[src/rtl/rs15_syndrome_calc.sv]
// RS(15,11) receiver syndrome calculator over GF(2^4), poly x^4+x+1.
// Accumulates S_j = r(alpha^j), j = 1..NSYN, by Horner's rule, one symbol per accepted beat.
module rs15_syndrome_calc #(
  parameter int unsigned N    = 15,
  parameter int unsigned NSYN = 4
) (
  input  logic       sys_clk,
  input  logic       sys_rst,
  input  logic       in_valid,
  output logic       in_ready,
  input  logic [3:0] in_symbol,
  output logic       out_valid,
  input  logic       out_ready,
  output logic [3:0] syn1,
  output logic [3:0] syn2,
  output logic [3:0] syn3,
  output logic [3:0] syn4,
  output logic       err_flag
);

  localparam logic [3:0] CntLast = 4'(N - 1);

  // Multiply by alpha: shift left, fold x^4 back as x+1.
  function automatic logic [3:0] mul_alpha(input logic [3:0] a);
    return {a[2], a[1], a[0] ^ a[3], a[3]};
  endfunction

  // Multiply by alpha^pw; loop bound is constant so this unrolls to an XOR network.
  function automatic logic [3:0] mul_alpha_pow(input logic [3:0] a, input int unsigned pw);
    logic [3:0] r;
    r = a;
    for (int unsigned k = 0; k < NSYN; k++) begin
      if (k < pw) r = mul_alpha(r);
    end
    return r;
  endfunction

  logic [3:0] cnt_q;
  logic [3:0] acc_q [NSYN];
  logic [3:0] acc_d [NSYN];
  logic [3:0] syn_q [NSYN];
  logic       out_valid_q;
  logic       err_flag_q;
  logic       err_d;
  logic       accept;
  logic       last;

  assign in_ready = !(out_valid_q && !out_ready);
  assign accept   = in_valid && in_ready;
  assign last     = (cnt_q == CntLast);

  always_comb begin
    err_d = 1'b0;
    for (int unsigned j = 0; j < NSYN; j++) begin
      acc_d[j] = mul_alpha_pow(acc_q[j], j + 1) ^ in_symbol;
      err_d    = err_d | (|acc_d[j]);
    end
  end

  always_ff @(posedge sys_clk) begin
    if (sys_rst) begin
      cnt_q       <= '0;
      out_valid_q <= 1'b0;
      err_flag_q  <= 1'b0;
      for (int unsigned j = 0; j < NSYN; j++) begin
        acc_q[j] <= '0;
        syn_q[j] <= '0;
      end
    end else begin
      if (out_valid_q && out_ready) out_valid_q <= 1'b0;
      if (accept) begin
        if (last) begin
          // Final Horner step lands straight in the result registers.
          cnt_q       <= '0;
          out_valid_q <= 1'b1;
          err_flag_q  <= err_d;
          for (int unsigned j = 0; j < NSYN; j++) begin
            syn_q[j] <= acc_d[j];
            acc_q[j] <= '0;
          end
        end else begin
          cnt_q <= cnt_q + 4'd1;
          for (int unsigned j = 0; j < NSYN; j++) begin
            acc_q[j] <= acc_d[j];
          end
        end
      end
    end
  end

  assign out_valid = out_valid_q;
  assign err_flag  = err_flag_q;
  assign syn1      = syn_q[0];
  assign syn2      = syn_q[1];
  assign syn3      = syn_q[2];
  assign syn4      = syn_q[3];

endmodule

[config.mk]
export PLATFORM = sky130hd
export DESIGN_NAME = rs15_syndrome_calc
export DESIGN_NICKNAME = d
export VERILOG_FILES = /design/src/rtl/rs15_syndrome_calc.sv
export SDC_FILE = /design/constraint.sdc
export NUM_CORES = 1
export LEC_CHECK = 0
export CAP_MARGIN = 20
export CORE_MARGIN = 1.5
export CORE_UTILIZATION = 35
export CTS_CLUSTER_DIAMETER = 40
export DETAILED_ROUTE_END_ITERATION = 10
export HOLD_SLACK_MARGIN = 0.03
export PLACE_DENSITY = 0.61
export SYNTH_ARGS = -nofsm -noshare
export SYNTH_HDL_FRONTEND = slang
export SYNTH_SLANG_ARGS = --single-unit
export TNS_END_PERCENT = 5
[constraint.sdc]
create_clock -name sys_clk -period 3.15 [get_ports sys_clk]
set_input_delay 0.945 -clock sys_clk [delete_from_list [all_inputs] [get_ports sys_clk]]
set_output_delay 0.945 -clock sys_clk [all_outputs]
set_load 0.1 [all_outputs]
## Yosys cells after proc, flatten, opt, wreduce, memory -nomap -nowiden

Memories as Yosys holds them, arrays and structs flattened.
Cells that the tools add are included.

- Add/sub/neg operators: 1
- Eq/ne operators: 1
- Multiplexer cells: 26
- Bitwise logic cells: 29
- Reductions and logical operators: 10

Operator list:

| operator | count |
|---|---|
| $mux W4 | 13 |
| $reduce_or A4 Y1 | 4 |
| $xor A4 B4 Y4 | 4 |
| $or A1 B1 Y1 | 15 |
| $mux W1 | 13 |
| $xor A1 B1 Y1 | 10 |
| $add A4 B1 Y4 const B | 1 |
| $eq A4 B4 Y1 const B | 1 |
| $logic_and A1 B1 Y1 | 3 |
| $logic_not A1 Y1 | 2 |
| $reduce_and A2 Y1 | 1 |

- Register bits after elaboration: 6
- RAM bits: 32
- Input port bits: 8
- Output and inout bits: 19
- Word-level logic and storage cells: 72
- Memories: 2

Memories:

| memory | depth | width | read ports | clocked after memory_dff | wr ports | RTL line | text |
|---|---|---|---|---|---|---|---|
| acc_q | 4 | 4 | 4 | 0 | 4 | 39 | `logic [3:0] acc_q [NSYN];` |
| syn_q | 4 | 4 | 4 | 0 | 4 | 41 | `logic [3:0] syn_q [NSYN];` |

## Logic depth before layout (Yosys ltp)

Gate-level depths: netlist of the first run.

- Depth after elaboration: 9
- Depth in mapped cells: 6
- Depth with buffers taken out: 5

## Worst setup path after synthesis of the first run

No wires, ideal clock.

- Path type: reg-to-reg
- From: register out_valid_q (netlist: out_valid)
- To: memory syn_q[0][0] (enable)
- Library setup time: 0.366 ns
- Arrival: 2.691 ns
- Required time: 2.784 ns
- Slack: 0.094 ns
- Stages on the path, launching flop included: 5
- Path buffers: 0
- Period minus slack after synthesis: 3.056 ns
- Path through: dfxtp_1 > nand2b_1 > and2_1 > nand2_1 > nand2b_1

RTL lines:

| item | RTL line | text |
|---|---|---|
| from (decl) | 42 | `logic out_valid_q;` |
| from (signal assigned) | 63 | `out_valid_q <= 1'b0;` |
| from (signal assigned) | 70 | `if (out_valid_q && out_ready) out_valid_q <= 1'b0;` |
| from (signal assigned) | 75 | `out_valid_q <= 1'b1;` |
| to (decl) | 41 |  |

## Worst setup path after layout of the first run

- From: input out_ready
- To: output in_ready

- Cells in the longest elaborated chain, start to end: 3

Ends and longest elaborated chain:

| item | RTL line | text |
|---|---|---|
| from (decl) | 13 | `input logic out_ready,` |
| $logic_not A1 Y1 | 48 | `assign in_ready = !(out_valid_q && !out_ready);` |
| $logic_and A1 B1 Y1 | 48 |  |
| $logic_not A1 Y1 | 48 |  |
| to (decl) | 10 | `output logic in_ready,` |

Every way passes these cells.

==> summary.txt, run 1 <==
Synth
  – Distinct cell type count after synthesis: 30
  – Syn Area/Cell: 10.7 µm²
  – Net Count, Synth: 177
  – Top cell type's share of synthesized area: 46.5%
  – Cell area after synthesis: 0.00181 mm²
  – #FFs+latches synth: 38
  – FFs w/ async S/R, synth: 0%
  – Register area share after synthesis: 57.5%
  – Top-count cell post-synth: nor2_1
  – Cells after synthesis: 169
  – Top cells by count, synth: 33 x nor2_1, 28 x edfxtp_1, 13 x nor3_1
  – EDFF count, synth: 28
  – Synthesis warning total: 0
  – Cell taking the most area after synthesis: edfxtp_1
  – Primary FF master, synth: edfxtp_1
  – Synth area leaders: edfxtp_1 46%, dfxtp_1 11%, nor2_1 6.8%, xnor2_1 5.8%, xor2_1 5.8%

Hold path
  – Hold Crit Class: reg2reg
  – HP Start: cnt_q[1]

Critical path
  – CP endpoint kind: primary output
  – CP top delay family: buffers and inverters
  – CP max stage cell: clkdlybuf4s50_1
  – R2R setup slack: 1.36 ns
  – CP bufs+invs: 2
  – Worst R2R Start: out_valid
  – Crit path launch: out_ready
  – CP max FO: 5
  – Startpoint Class: input pin
  – Worst path arrival time: 1.84 ns
  – Critical path class: in2out
  – Worst EP required: 2.20 ns
  – Max incr delay on CP: 0.44 ns
  – Cells along the critical path: clkdlybuf4s50_1, nand2b_1, buf_12

Timing
  – Final Setup Violations: 0
  – Rel. slew slack: 60.5%
  – Count of final hold-check violations: 0
  – TNS Setup: 0 ns
  – Min setup slack post-route: 0.364 ns
  – Final period utilization: 88.4%
  – Least-Margin Pin Slew: 0.593 ns
  – Min Clock Period, post-route: 2.79 ns
  – Clock skew: 0.00341 ns
  – Maximum clock rate: 0.359 GHz
  – Unrepaired setup endpoints after global routing: false
  – Slew Limit Fails: 0

CTS
  – Root Buffer Master: clkbuf_8
  – Sink Count: 38
  – Post-CTS setup buffer count: 0
  – Clock buffer depth: 2
  – CTS tree: built
  – Num CTS Buffers: 5
  – Clock transition at path regs: 0.07 ns
  – Worst-skew pair later-pin latency: 0.29 ns
  – Hold-fix buffers at CTS: 0
  – Post-CTS resize count: 0
  – H-tree levels: 2

Die
  – IO Count: 27
  – Die height: 74.9 µm
  – Row Count: 25
  – Initial core utilization: 37.3%
  – Die width: 74.9 µm
  – Die area: 0.00561 mm²
  – Core area: 0.00485 mm²

Layout
  – Finished Cell Area: 0.00218 mm²
  – Share of cells above drive strength 1: 16.2%
  – Area growth, synth to finish: 20.5%
  – Fillers: 461
  – # diodes: 0
  – Nets: 204

Routing
  – Post-route DRC violation count: 0
  – Initial DRC count: 125
  – Drt pass-1 iters: 4
  – DRT Wirelength: 3.58 mm
  – Wirelength per Cell: 13.5 µm
  – Vias: 1287
  – Routed vias/inst: 4.88
  – Post-DRT Antenna Nets: 0

Global route
  – All-Layer GR Usage: 14.4%
  – Antenna violations before repair: 0
  – Maximum number of pins on one net before global-route repair: 18
  – Vias in the first global route: 1229
  – Grt total ovfl: 0
  – First-pass GRT wire length: 5.82 mm

Placed design
  – Gpl congestion: 0.875
  – Port Buffers: 26
  – DP HPWL: 2.58 mm
  – Pre-CTS setup slack: 0.237 ns
  – Placed cell area: 0.00210 mm²

Power and ir drop
  – Power per cell area: 518 mW/mm²
  – Peak VDD IR: 0.169 mV
  – P_leak: 0.000838 µW

Flow run
  – # Max-Cap Violations: 0

Outcome
  – Status: finished, final reports clean
-- stage by stage --
stage	hold WS, ns	std cells	power (µW)	utilization (%)
2_1_floorplan	0.492	169	771	-
3_3_place_gp	0.527	256	818	43.3
3_5_place_dp	0.525	256	820	43.3
4_1_cts	0.539	264	1140	45.0
5_1_grt	0.584	264	1190	45.0
6_report	0.545	264	1130	45.0
-- per-layer routing --
| metal | GRT usage [%] | vias to the layer above | routed length (µm) |
|---|---|---|---|
| li1 | - | 642 | - |
| met1 | 18.2 | 594 | 1670 |
| met2 | 23.2 | 44 | 1640 |
| met3 | 4.55 | 7 | 197 |
| met4 | 5.45 | 0 | 65 |
| met5 | 0 | - | 0 |
-- cell families after synthesis --
| family | after synthesis | synth area share, % |
|---|---|---|
| flops | 38 | 57.5 |
| xor+xnor | 24 | 11.6 |
| buf+inv | 12 | 3.18 |
| mux | 2 | 1.11 |
| compound gates | 22 | 6.92 |
| simple gates | 71 | 19.6 |
-- state kept, by name, indices dropped and copies added (netlist names) --
signal     cells
err_flag       1
syn_q         16
acc_q         16
cnt_q          4
out_valid      1
-- cell type report --
cell class,instances,area [µm²],area share [%]
flip-flops and latches,38,1040,47.8
multi-input cells,119,711,32.6
repair buffers,30,255,11.7
well taps,67,83.8,3.85
clock buffers,6,72.6,3.33
clock inverters,2,8.76,0.402
inverters,2,7.51,0.344
-- power by group --
| part | total, µW | leakage [µW] | switching, µW | internal [µW] |
|---|---|---|---|---|
| sequential | 593 | 0.000379 | 25.2 | 568 |
| clock | 319 | 0.0000426 | 167 | 152 |
| combinational | 216 | 0.000417 | 142 | 74.4 |
-- final timing paths --
| kind | end | cells past startpoint |
|---|---|---|
| setup / recovery | in_ready | 3 |
| hold / removal | cnt_q[2] | 2 |
| setup reg to reg | syn_q[1][2] | 4 |
| hold reg to reg | cnt_q[2] | 2 |
-- worst reg2reg max path: cells and delay by family, from the launching register on --
family | cells | cell delay, ns
simple gates | 4 | 1.31
flops | 1 | 0.31
-- layout by cell type (no fill, tap or decap), types with 2 or more instances in the layout --
cell type and instances:
clkbuf_8 5, nand2b_1 2, nand2_1 3, clkdlybuf4s50_1 7
nor2_1 33, a21oi_1 12, edfxtp_1 28, o21ai_0 7
xnor2_1 12, xor2_1 12, dfxtp_1 10, nor3_1 13
nand3b_1 4, mux2i_1 2, nand4b_1 2, inv_1 2
and2_1 5, buf_4 22
(Power assumes the default switching activity.)
==> run 2: changes to the inputs <==
--- a/config.mk
+++ b/config.mk
@@ -5,7 +5,7 @@
 export SDC_FILE = /design/constraint.sdc
 export NUM_CORES = 1
 export LEC_CHECK = 0
-export CAP_MARGIN = 20
+export CAP_MARGIN = 25
 export CORE_MARGIN = 1.5
 export CORE_UTILIZATION = 35
 export CTS_CLUSTER_DIAMETER = 40
==> results of run 2 <==
Final layout, timing and power as in run 1 (identical DEF).
==> run 3: changes to the inputs <==
--- a/config.mk
+++ b/config.mk
@@ -8,8 +8,9 @@
 export CAP_MARGIN = 25
 export CORE_MARGIN = 1.5
 export CORE_UTILIZATION = 35
-export CTS_CLUSTER_DIAMETER = 40
+export CTS_CLUSTER_DIAMETER = 50
 export DETAILED_ROUTE_END_ITERATION = 10
+export GPL_TIMING_DRIVEN = 1
 export HOLD_SLACK_MARGIN = 0.03
 export PLACE_DENSITY = 0.61
 export SYNTH_ARGS = -nofsm -noshare
==> results of run 3 <==
Final layout, timing and power as in run 1 (identical DEF).
